File: src/rtl/fpall_pkg.sv
// Shared types and constants for the SIMD FP32 / dual-16-bit add/mul path.
// Provides opcode/format enums, operand classes, qNaN patterns and a lane classifier.
package fpall_pkg;

    typedef enum logic {
        OP_ADD = 1'b0,
        OP_MUL = 1'b1
    } fp_op_e;

    // FP16 here means two lanes of 1/8/7 (sign/exponent/fraction) bits.
    typedef enum logic {
        FP32 = 1'b0,
        FP16 = 1'b1
    } fp_fmt_e;

    typedef enum logic [1:0] {
        CLS_ZERO,
        CLS_NORM,
        CLS_INF,
        CLS_NAN
    } fp_class_e;

    localparam logic [31:0] FP32_QNAN  = 32'h7FC0_0000;
    localparam logic [15:0] FP16L_QNAN = 16'h7FC0;

    // Denormals share exponent 0 with zero and are flushed to zero.
    function automatic fp_class_e fp_classify_lane(
        input logic [7:0] exp,
        input logic       frac_nz
    );
        if (exp == 8'h00) begin
            return CLS_ZERO;
        end else if (exp == 8'hFF) begin
            return frac_nz ? CLS_NAN : CLS_INF;
        end
        return CLS_NORM;
    endfunction

endpackage

File: src/rtl/fp_special_case.sv
// Combinational special-operand resolver: classifies X/Y per lane and yields per-lane override.
// Ports: opcode, fmt, x, y in; ovr_hi/ovr_lo flags and ovr_val (FP32 sets both flags together) out.
module fp_special_case
    import fpall_pkg::*;
(
    input  fp_op_e      opcode,
    input  fp_fmt_e     fmt,
    input  logic [31:0] x,
    input  logic [31:0] y,
    output logic        ovr_hi,
    output logic        ovr_lo,
    output logic [31:0] ovr_val
);

    typedef enum logic [2:0] {
        K_NONE,
        K_QNAN,
        K_X,
        K_Y,
        K_INF,
        K_ZERO
    } kind_e;

    typedef struct packed {
        kind_e kind;
        logic  sign;
    } fix_t;

    // Width-independent decision; the caller builds the actual bit pattern.
    function automatic fix_t resolve(
        input fp_op_e    op,
        input fp_class_e cx,
        input fp_class_e cy,
        input logic      sx,
        input logic      sy
    );
        fix_t f;
        f.kind = K_NONE;
        f.sign = 1'b0;
        if (cx == CLS_NAN || cy == CLS_NAN) begin
            f.kind = K_QNAN;
        end else if (op == OP_ADD) begin
            if (cx == CLS_INF && cy == CLS_INF) begin
                f.kind = (sx != sy) ? K_QNAN : K_X;
            end else if (cx == CLS_INF) begin
                f.kind = K_X;
            end else if (cy == CLS_INF) begin
                f.kind = K_Y;
            end else if (cx == CLS_ZERO && cy == CLS_ZERO) begin
                f.kind = K_ZERO;
                f.sign = sx & sy;
            end else if (cx == CLS_ZERO) begin
                f.kind = K_Y;
            end else if (cy == CLS_ZERO) begin
                f.kind = K_X;
            end
        end else begin
            f.sign = sx ^ sy;
            if ((cx == CLS_INF && cy == CLS_ZERO) ||
                (cx == CLS_ZERO && cy == CLS_INF)) begin
                f.kind = K_QNAN;
            end else if (cx == CLS_INF || cy == CLS_INF) begin
                f.kind = K_INF;
            end else if (cx == CLS_ZERO || cy == CLS_ZERO) begin
                f.kind = K_ZERO;
            end
        end
        return f;
    endfunction

    fix_t w_fix;
    fix_t h_fix;
    fix_t l_fix;
    logic [31:0] w_val;
    logic [15:0] h_val;
    logic [15:0] l_val;

    always_comb begin
        w_fix = resolve(opcode,
                        fp_classify_lane(x[30:23], |x[22:0]),
                        fp_classify_lane(y[30:23], |y[22:0]),
                        x[31], y[31]);
        h_fix = resolve(opcode,
                        fp_classify_lane(x[30:23], |x[22:16]),
                        fp_classify_lane(y[30:23], |y[22:16]),
                        x[31], y[31]);
        l_fix = resolve(opcode,
                        fp_classify_lane(x[14:7], |x[6:0]),
                        fp_classify_lane(y[14:7], |y[6:0]),
                        x[15], y[15]);

        unique case (w_fix.kind)
            K_QNAN:  w_val = FP32_QNAN;
            K_X:     w_val = x;
            K_Y:     w_val = y;
            K_INF:   w_val = {w_fix.sign, 8'hFF, 23'h0};
            K_ZERO:  w_val = {w_fix.sign, 31'h0};
            default: w_val = 32'h0;
        endcase

        unique case (h_fix.kind)
            K_QNAN:  h_val = FP16L_QNAN;
            K_X:     h_val = x[31:16];
            K_Y:     h_val = y[31:16];
            K_INF:   h_val = {h_fix.sign, 8'hFF, 7'h0};
            K_ZERO:  h_val = {h_fix.sign, 15'h0};
            default: h_val = 16'h0;
        endcase

        unique case (l_fix.kind)
            K_QNAN:  l_val = FP16L_QNAN;
            K_X:     l_val = x[15:0];
            K_Y:     l_val = y[15:0];
            K_INF:   l_val = {l_fix.sign, 8'hFF, 7'h0};
            K_ZERO:  l_val = {l_fix.sign, 15'h0};
            default: l_val = 16'h0;
        endcase

        if (fmt == FP32) begin
            ovr_hi  = (w_fix.kind != K_NONE);
            ovr_lo  = (w_fix.kind != K_NONE);
            ovr_val = w_val;
        end else begin
            ovr_hi  = (h_fix.kind != K_NONE);
            ovr_lo  = (l_fix.kind != K_NONE);
            ovr_val = {h_val, l_val};
        end
    end

endmodule

File: src/rtl/fp_op_sequencer.sv
// Valid/ready front-end holding core operands stable for CORE_CYCLES, then queuing results in order.
// Ports: clk, rst (async high); req_* in / req_ready out; core_* out, core_r in;
// rsp_valid/rsp_r/rsp_tag/rsp_fmt out, rsp_ready in. Macro FP_SPECIAL_EN adds special-operand override.
module fp_op_sequencer
    import fpall_pkg::*;
#(
    parameter int unsigned CORE_CYCLES = 2,
    parameter int unsigned FIFO_DEPTH  = 2,
    parameter int unsigned TAG_W       = 4
) (
    input  logic             clk,
    input  logic             rst,
    input  logic             req_valid,
    output logic             req_ready,
    input  fp_op_e           req_opcode,
    input  fp_fmt_e          req_fmt,
    input  logic [31:0]      req_x,
    input  logic [31:0]      req_y,
    input  logic [TAG_W-1:0] req_tag,
    output fp_op_e           core_opcode,
    output fp_fmt_e          core_fmt,
    output logic [31:0]      core_x,
    output logic [31:0]      core_y,
    input  logic [31:0]      core_r,
    output logic             rsp_valid,
    input  logic             rsp_ready,
    output logic [31:0]      rsp_r,
    output logic [TAG_W-1:0] rsp_tag,
    output fp_fmt_e          rsp_fmt
);

    localparam int PW = (FIFO_DEPTH > 1) ? $clog2(FIFO_DEPTH) : 1;
    localparam int CW = $clog2(FIFO_DEPTH + 1);
    localparam logic [CW-1:0] DEPTH_C = CW'(FIFO_DEPTH);
    localparam logic [PW-1:0] LAST_C  = PW'(FIFO_DEPTH - 1);

    typedef enum logic {
        S_IDLE,
        S_EXEC
    } state_e;

    state_e           state_q;
    state_e           state_d;
    logic [3:0]       cnt;
    logic [TAG_W-1:0] tag_q;
    logic             accept;
    logic             push;
    logic             pop;
    logic [31:0]      cap_r;

    logic [31:0]      r_mem   [FIFO_DEPTH];
    logic [TAG_W-1:0] tag_mem [FIFO_DEPTH];
    fp_fmt_e          fmt_mem [FIFO_DEPTH];
    logic [PW-1:0]    wr_ptr;
    logic [PW-1:0]    rd_ptr;
    logic [CW-1:0]    count;

    function automatic logic [PW-1:0] ptr_inc(input logic [PW-1:0] p);
        return (p == LAST_C) ? '0 : p + 1'b1;
    endfunction

    always_comb begin
        state_d   = state_q;
        req_ready = 1'b0;
        accept    = 1'b0;
        push      = 1'b0;
        unique case (state_q)
            S_IDLE: begin
                req_ready = !rst && (count < DEPTH_C);
                accept    = req_valid && req_ready;
                if (accept) begin
                    state_d = S_EXEC;
                end
            end
            S_EXEC: begin
                if (cnt == 4'd0) begin
                    push    = 1'b1;
                    state_d = S_IDLE;
                end
            end
            default: state_d = S_IDLE;
        endcase
    end

    always_ff @(posedge clk or posedge rst) begin
        if (rst) begin
            state_q <= S_IDLE;
        end else begin
            state_q <= state_d;
        end
    end

    always_ff @(posedge clk or posedge rst) begin
        if (rst) begin
            cnt         <= 4'd0;
            tag_q       <= '0;
            core_opcode <= OP_ADD;
            core_fmt    <= FP32;
            core_x      <= 32'h0;
            core_y      <= 32'h0;
        end else if (accept) begin
            cnt         <= 4'(CORE_CYCLES - 1);
            tag_q       <= req_tag;
            core_opcode <= req_opcode;
            core_fmt    <= req_fmt;
            core_x      <= req_x;
            core_y      <= req_y;
        end else if (state_q == S_EXEC && cnt != 4'd0) begin
            cnt <= cnt - 4'd1;
        end
    end

`ifdef FP_SPECIAL_EN
    logic        ovr_hi;
    logic        ovr_lo;
    logic [31:0] ovr_val;
    logic        ovr_hi_q;
    logic        ovr_lo_q;
    logic [31:0] ovr_val_q;

    // Classified from the request so the decision is ready before capture.
    fp_special_case u_special (
        .opcode  (req_opcode),
        .fmt     (req_fmt),
        .x       (req_x),
        .y       (req_y),
        .ovr_hi  (ovr_hi),
        .ovr_lo  (ovr_lo),
        .ovr_val (ovr_val)
    );

    always_ff @(posedge clk or posedge rst) begin
        if (rst) begin
            ovr_hi_q  <= 1'b0;
            ovr_lo_q  <= 1'b0;
            ovr_val_q <= 32'h0;
        end else if (accept) begin
            ovr_hi_q  <= ovr_hi;
            ovr_lo_q  <= ovr_lo;
            ovr_val_q <= ovr_val;
        end
    end

    assign cap_r = {ovr_hi_q ? ovr_val_q[31:16] : core_r[31:16],
                    ovr_lo_q ? ovr_val_q[15:0]  : core_r[15:0]};
`else
    assign cap_r = core_r;
`endif

    assign rsp_valid = (count != '0);
    assign pop       = rsp_valid && rsp_ready;
    assign rsp_r     = r_mem[rd_ptr];
    assign rsp_tag   = tag_mem[rd_ptr];
    assign rsp_fmt   = fmt_mem[rd_ptr];

    always_ff @(posedge clk) begin
        if (push) begin
            r_mem[wr_ptr]   <= cap_r;
            tag_mem[wr_ptr] <= tag_q;
            fmt_mem[wr_ptr] <= core_fmt;
        end
    end

    always_ff @(posedge clk or posedge rst) begin
        if (rst) begin
            wr_ptr <= '0;
            rd_ptr <= '0;
            count  <= '0;
        end else begin
            if (push) begin
                wr_ptr <= ptr_inc(wr_ptr);
            end
            if (pop) begin
                rd_ptr <= ptr_inc(rd_ptr);
            end
            unique case ({push, pop})
                2'b10:   count <= count + 1'b1;
                2'b01:   count <= count - 1'b1;
                default: count <= count;
            endcase
        end
    end

endmodule

File: config.mk
export PLATFORM = sky130hd
export DESIGN_NAME = fp_op_sequencer
export DESIGN_NICKNAME = d
export VERILOG_FILES = /design/src/rtl/fpall_pkg.sv /design/src/rtl/fp_special_case.sv /design/src/rtl/fp_op_sequencer.sv
export SDC_FILE = /design/constraint.sdc
export NUM_CORES = 1
export LEC_CHECK = 0
export CAP_MARGIN = 40
export CORE_ASPECT_RATIO = 0.5
export CORE_UTILIZATION = 48
export DETAILED_ROUTE_END_ITERATION = 7
export GPL_ROUTABILITY_DRIVEN = 1
export PLACE_DENSITY = 0.86
export SYNTH_ARGS = -nofsm -noshare
export SYNTH_HDL_FRONTEND = slang
export SYNTH_SLANG_ARGS = --single-unit
File: constraint.sdc
create_clock -name clk -period 6.7 [get_ports clk]
set_clock_uncertainty 0.2 [all_clocks]
set_input_delay 0.67 -clock clk [delete_from_list [all_inputs] [get_ports clk]]
set_output_delay 0.67 -clock clk [all_outputs]
set_load 0.005 [all_outputs]
### After elaboration in Yosys (flattened, before gate mapping)

Memory sizes are Yosys's and may differ from the RTL's.
Cells that the tools add are included.

| storage, ports and cells | value |
|---|---|
| bits in registers | 79 |
| RAM bits | 74 |
| input bits | 106 |
| output and inout port bits | 105 |
| memories | 3 |

| cells by class | value |
|---|---|
| add/sub/neg operators | 5 |
| magnitude comparators | 1 |
| eq/ne operators | 2 |
| mux-type cells | 14 |
| bitwise logic cells | 1 |
| reduce and logical (&&, ||, !) cells | 10 |

Memory list:

| memory | words | width | read ports | clocked after Yosys merged registers in | write ports | RTL line | source |
|---|---|---|---|---|---|---|---|
| r_mem | 2 | 32 | 1 | 0 | 1 | fp_op_sequencer.sv:51 | `logic [31:0] r_mem [FIFO_DEPTH];` |
| tag_mem | 2 | 4 | 1 | 0 | 1 | fp_op_sequencer.sv:52 | `logic [TAG_W-1:0] tag_mem [FIFO_DEPTH];` |
| fmt_mem | 2 | 1 | 1 | 0 | 1 | fp_op_sequencer.sv:53 | `fp_fmt_e fmt_mem [FIFO_DEPTH];` |

Operators by type and width:

| operator | number |
|---|---|
| $mux W1 | 10 |
| $mux W4 | 2 |
| $reduce_bool A2 Y1 | 3 |
| $logic_and A1 B1 Y1 | 4 |
| $logic_not A4 Y1 | 1 |
| $pmux W2 S2 | 1 |
| $reduce_bool A4 Y1 | 1 |
| $sub A4 B1 Y4 const B | 1 |
| $add A1 B1 Y1 const B | 2 |
| $add A2 B1 Y2 const B | 1 |
| $eq A2 B1 Y1 const B | 1 |
| $eq A2 B2 Y1 const B | 1 |
| $lt A2 B2 Y1 const B | 1 |
| $pmux W1 S2 | 1 |
| $sub A2 B1 Y2 const B | 1 |
| $logic_not A1 Y1 | 1 |
| $not A1 Y1 | 1 |

### Depth between registers and ports, before layout

Gate-level depths: netlist (run 1).

| logic depth | value |
|---|---|
| depth in word-level cells | 5 |
| gate-level depth with buffers | 9 |

### Least setup slack after synthesis (run 1)

OpenSTA, ideal clock, no wires.

| timing path | value |
|---|---|
| kind | reg2reg |
| from | reg cnt[0] |
| to | mem fmt_mem[0] (netlist bit) (enable) |
| library setup time | 431 ps |
| data arrival time | 2702 ps |
| required time | 6069 ps |
| setup slack | 3367 ps |
| stages on the path, launching flop included | 7 |
| buffers on the path | 1 |
| path through | dfrtp_1 inv_1 ha_1 nand2_1 or3_1 clkbuf_1 nor2_1 |

| between the ends | value |
|---|---|
| word-level cells in the longest chain between the ends | 5 |

Ends and longest elaborated chain:

| item | RTL line | source |
|---|---|---|
| from (decl) | fp_op_sequencer.sv:44 | `logic [3:0] cnt;` |
| from (signal assigned) | fp_op_sequencer.sv:102 | `cnt <= 4'(CORE_CYCLES - 1);` |
| from (signal assigned) | fp_op_sequencer.sv:109 | `cnt <= cnt - 4'd1;` |
| $logic_not A4 Y1 | fp_op_sequencer.sv:76 | `if (cnt == 4'd0) begin` |
| $mux W1 | fp_op_sequencer.sv:76 |  |
| $mux W1 | fp_op_sequencer.sv:67 | `unique case (state_q)` |
| $mux W1 | fp_op_sequencer.sv:157 | `if (push) begin` |
| $mux W1 (not written as such) | fp_op_sequencer.sv:160 | `fmt_mem[wr_ptr] <= core_fmt;` |
| to (decl) | fp_op_sequencer.sv:53 |  |

No other way between the ends.

### Worst setup path in the final report (run 1)

| timing path | value |
|---|---|
| from | reg rd_ptr |
| to | out rsp_r[17] |

| between the ends | value |
|---|---|
| word-level cells in the longest chain between the ends | 1 |

Ends and longest elaborated chain:

| item | RTL line | source |
|---|---|---|
| from (decl) | fp_op_sequencer.sv:55 | `logic [PW-1:0] rd_ptr;` |
| from (signal assigned) | fp_op_sequencer.sv:174 | `rd_ptr <= ptr_inc(rd_ptr);` |
| $mem_v2 Z2 W32 | - |  |
| to (decl) | fp_op_sequencer.sv:27 | `output logic [31:0] rsp_r,` |

No other way between the ends.

==> metrics, run 1 <==
Rel. slew slack=0.5675; Vias=about 3500; post-layout min period=a little over 3 ns; largest family of logic cells by synthesized area=multiplexers; detailed router's first-iteration violation count=~160; H-tree depth reported by CTS=4; setup TNS=0 ns; drt first pass iters=4; clk sinks=between 150 and 200; switching power total=between 900 and 1000 uW; Post-CTS Hold Fix Bufs=0; Die Y=approximately 79 um; Antenna Cells=0; RSZ-0062 raised after global routing=false; WP data required=a little under 6 ns; row cnt=27; Logic pwr share=0.354; Startpoint Class=flop; share of cells above drive strength 1=0.1878; Synth Register Bits=153; core area=~11000 um^2; # setup viols final=0; Clock Path Buffers=2; initial core utilization=0.5062; Placer Congestion=about 0.77; largest net degree at the start of global routing=62; Tcrit/Tclk final=0.4503; first-pass GRT wire length=between 20 and 25 mm; DRC viols=0; Worst Hold Class=reg -> reg; Seq/Total Area, Yosys=0.7329; initial antenna violation count=0; upper clock frequency limit=331.4 MHz; post-DP HPWL=between 8 and 9 mm; Die ar.=about 12000 um^2; nets=about 640; Yosys warning count=0; clk_lat worst skew=roughly 0.41 ns; IR drop worst, VDD=around 0.23 mV; Final Hold Viols=0; status=completed; port bufs=210; Net Count, Synth=415; commonest non-fill, non-tap cell in the layout=clkdlybuf4s50_1; Final Core Density=0.7602; wire per inst=19.19 um; area grow syn2layout=50.16%; Num CTS Buffers=17; Synth Area in Compound Gates=0.002184; Worst setup EP type=primary output; Die W=roughly 160 um; Crit Path Max Fanout=37; worst-margin pin slew=0.6472 ns; Clk pwr share=0.237; Post-Synth Adder-Cell Area=0.004368; Mapped Cells=around 310; Antenna Nets Post-Route=0; CP Data Arrival Time=2.15 ns; vias in the first global route=approximately 3800; IO Count=211; fraction of the mapped netlist area in simple logic gates=0.01725; switching share of power=0.2751; Yosys cell types=25; LEAKAGE=around 0.0033 uW; post-cts sizing count=0; gr ovfl total=0; Root Driver=clkbuf_16; postcts setup bufs=0; post-synthesis mux area share=0.2155; CTS tree=done; Flop pwr share=0.409; PwrDens=approximately 410 nW/um^2; Slew Viols, Final=0; Int Pwr=between 2000 and 3000 uW; Avg Inst Size Synth=around 19 um^2; GRT Util Overall=0.2292; vias per cell=roughly 5; most frequent cells in the layout=210 x clkdlybuf4s50_1, 79 x dfrtp_1, 74 x edfxtp_1; final wirelength=roughly 13 mm; Post-Syn Area=~5700 um^2; clk slew on worst S/H paths=~0.06 ns; Setup CP Type=reg -> out; Fill cells=about 690; xor and xnor area share after synthesis=0.007644; Max-cap violations=0; final hold slack=about 0.28 ns
worst max-delay path, cell delays in order, from the launching register on:
cell and delay (ns):
dfrtp_1 0.39, buf_4 0.44, mux2_2 0.40, clkdlybuf4s50_1 0.49
power groups by stage:
stage / registers (uW) / logic, uW / clock network [uW]
floorplan: 1460 / 473 / 0
global placement: 1450 / 1190 / 0
detailed placement: 1470 / 1250 / 0
CTS: 1460 / 1280 / 853
global route: 1490 / 1340 / 898
finish: 1460 / 1260 / 844
layer usage:
metal,track usage,vias up,part of all wire
met5,0,-,0
met4,0.1225,0,0.030
met3,0.05895,31,0.050
met2,0.4174,103,0.55
met1,0.2483,1785,0.37
li1,-,1574,-
layout make-up:
class                      count  area [um^2]  share of cell area
clock buffer                  18        429.2             0.04988
clock inverter                14        83.83            0.009744
inverter                       5        18.77            0.002182
multi-input combinational    136         1439              0.1672
sequential                   153         4199              0.4881
tap                          159        198.9             0.02312
timing repair buffer         217         2235              0.2597
cells in the mapped netlist (all sizes together):
cell	instances	area share
mux2	107	0.21
dfrtp	79	0.35
edfxtp	74	0.39
buf	11	0.016
nor2	6	0.0039
inv	5	0.0033
mux2i	3	0.0052
xnor2	3	0.0046
clkbuf	2	0.0013
ha	2	0.0044
nand2	2	0.0013
nand2b	2	0.0022
nor4b	2	0.0041
xor2	2	0.0031
a21oi	1	0.00087
and2	1	0.0011
nand4b	1	0.0015
nor3	1	0.00087
o31ai	1	0.0013
or2	1	0.0011
or3	1	0.0011
final timing paths:
path / startpoint / endpoint / slack [ns] / depth (start not counted)
max reg2reg: cnt[0]$_DFFE_PP0P_ / r_mem[1][26]$_DFFE_PP_ / 4.10 / 6
max: rd_ptr$_DFFE_PP0P_ / rsp_r[17] / 3.68 / 3
min in group asynchronous: rst / core_y[16]$_DFFE_PP0P_ / 0.52 / 3
max in group asynchronous: rst / core_x[14]$_DFFE_PP0P_ / 5.19 / 4
min: core_x[8]$_DFFE_PP0P_ / core_x[8]$_DFFE_PP0P_ / 0.28 / 1
min reg2reg: core_x[8]$_DFFE_PP0P_ / core_x[8]$_DFFE_PP0P_ / 0.28 / 1
stage by stage:
step / std cells / setup WS [ns] / instance area, um^2 / total power [uW]
final: 702 / 3.683 / 8603 / 3561
after global routing: 702 / 3.614 / 8603 / 3727
after CTS: 702 / 3.640 / 8603 / 3592
after detailed placement: 670 / 3.834 / 8090 / 2720
after global placement: 666 / 3.737 / 7980 / 2640
after floorplan: 307 / 3.367 / 5729 / 1928
kinds of logic (layout without fill, tap and decap cells):
| kind of cell | after synthesis | in the layout |
|---|---|---|
| compound gates | 2 | 2 |
| xor+xnor | 5 | 5 |
| fa+ha+maj | 2 | 2 |
| buf+inv | 18 | 254 |
| flops | 153 | 153 |
| mux | 110 | 110 |
| simple gates | 17 | 17 |
state kept, by name (all words and copies together) (netlist names):
signal	count
core_opcode	1
wr_ptr	1
tag_mem	8
fmt_mem	2
state_q	1
core_x	32
cnt	4
tag_q	4
count	2
rd_ptr	1
core_y	32
r_mem	64
core_fmt	1
(Power assumes the default switching activity.)
==> run 2, diff against run 1 <==
CORE_UTILIZATION = 40   (was 48)
PLACE_DENSITY = 0.76   (was 0.86)
clock period = 2.55 ns   (was 6.7 ns; I/O delays follow)
==> metrics, run 2 (synthesis gave the netlist of run 1 again) <==
status=completed; wire per inst=approximately 16 um; Crit path max-delay family=buffers and inverters; Placer Congestion=about 0.7; cells along the critical path=buf_4, mux2_2, clkdlybuf4s50_1; nets=639; Worst Hold Class=in -> async; Rel. slew slack=0.6375; vias in the first global route=around 3700; core area=13780 um^2; Antenna Nets Post-Route=0; post-layout min period=around 2.4 ns; GR Util met3=0.04612; vias per cell=4.590; PwrDens=1083 nW/um^2; WP data required=between 2 and 2.5 ns; Num CTS Buffers=17; Die ar.=~15000 um^2; initial antenna violation count=0; clk sinks=about 150; DRC viols=0; final hold slack=0.1176 ns; CTS tree=done; Final Hold Viols=0; most frequent cells in the layout=210 x clkdlybuf4s50_1, 79 x dfrtp_1, 74 x edfxtp_1; H-tree depth reported by CTS=4; Die Y=between 80 and 90 um; LEAKAGE=roughly 0.0033 uW; initial core utilization=0.4159; setup TNS=0 ns; Crit Path Max Fanout=25; clk slew on worst S/H paths=~0.07 ns; Clock Path Buffers=2; postcts setup bufs=0; Vias=between 3000 and 4000; drt first pass iters=5; # setup viols final=0; CP bufs+invs=2; post-cts sizing count=0; share of cells above drive strength 1=0.1934; Die W=between 150 and 200 um; row cnt=30; detailed router's first-iteration violation count=162; upper clock frequency limit=419.5 MHz; CP Data Arrival Time=just under 2 ns; IO Count=211; max FFs per register=64; Worst setup EP type=primary output; Setup CP Type=reg -> out; port bufs=between 200 and 250; Tcrit/Tclk final=0.9349; Antenna Cells=0; GRT Util Overall=0.1709; Max-cap violations=0; busiest metal layer after global routing=met2; Largest Register=r_mem; largest net degree at the start of global routing=58; clk_lat worst skew=roughly 0.41 ns; slowest cell on the critical path=clkdlybuf4s50_1; area grow syn2layout=51.61%; Root Driver=clkbuf_16; CP max stage delay=0.46 ns; final wirelength=between 10 and 15 mm; gr ovfl total=0; Slew Viols, Final=0; largest registers=r_mem x64, core_x x32, core_y x32; commonest non-fill, non-tap cell in the layout=clkdlybuf4s50_1; met2 GRT Util=0.3078; Post-CTS Hold Fix Bufs=0; first-pass GRT wire length=around 19 mm; Startpoint Class=flop; M1 GR Usage=0.1985; post-DP HPWL=around 8.3 mm; worst-margin pin slew=0.5430 ns; IR drop worst, VDD=0.4294 mV; RSZ-0062 raised after global routing=false
run 2: per-layer routing:
metal  wire length, um  vias up  share of wire
met2              6540       76           0.55
met3               541       11          0.045
met4               119        0         0.0099
met5                 0        -              0
met1              4791     1704           0.40
li1                  -     1583              -
run 2: where the power goes:
group / total (uW) / internal, uW / switching (uW)
Combinational: 3220 / 2150 / 1070
Sequential: 3790 / 3400 / 387
Clock: 2400 / 1360 / 1040
Total: 9410 / 6910 / 2490
run 2: final timing paths:
kind | startpoint | endpoint | slack (ns) | cells after the start
min reg2reg | tag_q[2]$_DFFE_PP0P_ | tag_mem[0][2]$_DFFE_PP_ | 0.27 | 0
max in group asynchronous | rst | core_y[8]$_DFFE_PP0P_ | 1.45 | 3
max | rd_ptr$_DFFE_PP0P_ | rsp_r[20] | 0.17 | 3
max reg2reg | cnt[0]$_DFFE_PP0P_ | count[1]$_DFFE_PP0P_ | 0.38 | 7
min | rst | core_y[23]$_DFFE_PP0P_ | 0.12 | 2
min in group clk | core_r[4] | r_mem[0][4]$_DFFE_PP_ | 0.22 | 1
run 2: area by class of cell:
cell class	instances	area [um^2]
Timing Repair Buffer	218	2225
Tap cell	192	240.2
Fill cell	1070	5090
Inverter	5	18.77
Clock inverter	14	138.9
Multi-Input combinational cell	136	1439
Sequential cell	153	4199
Clock buffer	17	425.4
run 2: per-stage QoR:
step                      power, uW  utilization  worst slack, ns  cell area [um^2]  cells
after floorplan                5068            -          -0.1820              5734    307
after global placement         6992       0.5896           0.4102              8122    704
after detailed placement       7093       0.5896           0.3723              8122    704
after CTS                      9546       0.6305           0.1180              8686    735
after global routing           9935       0.6305          0.07289              8686    735
final                          9406       0.6305           0.1659              8686    735
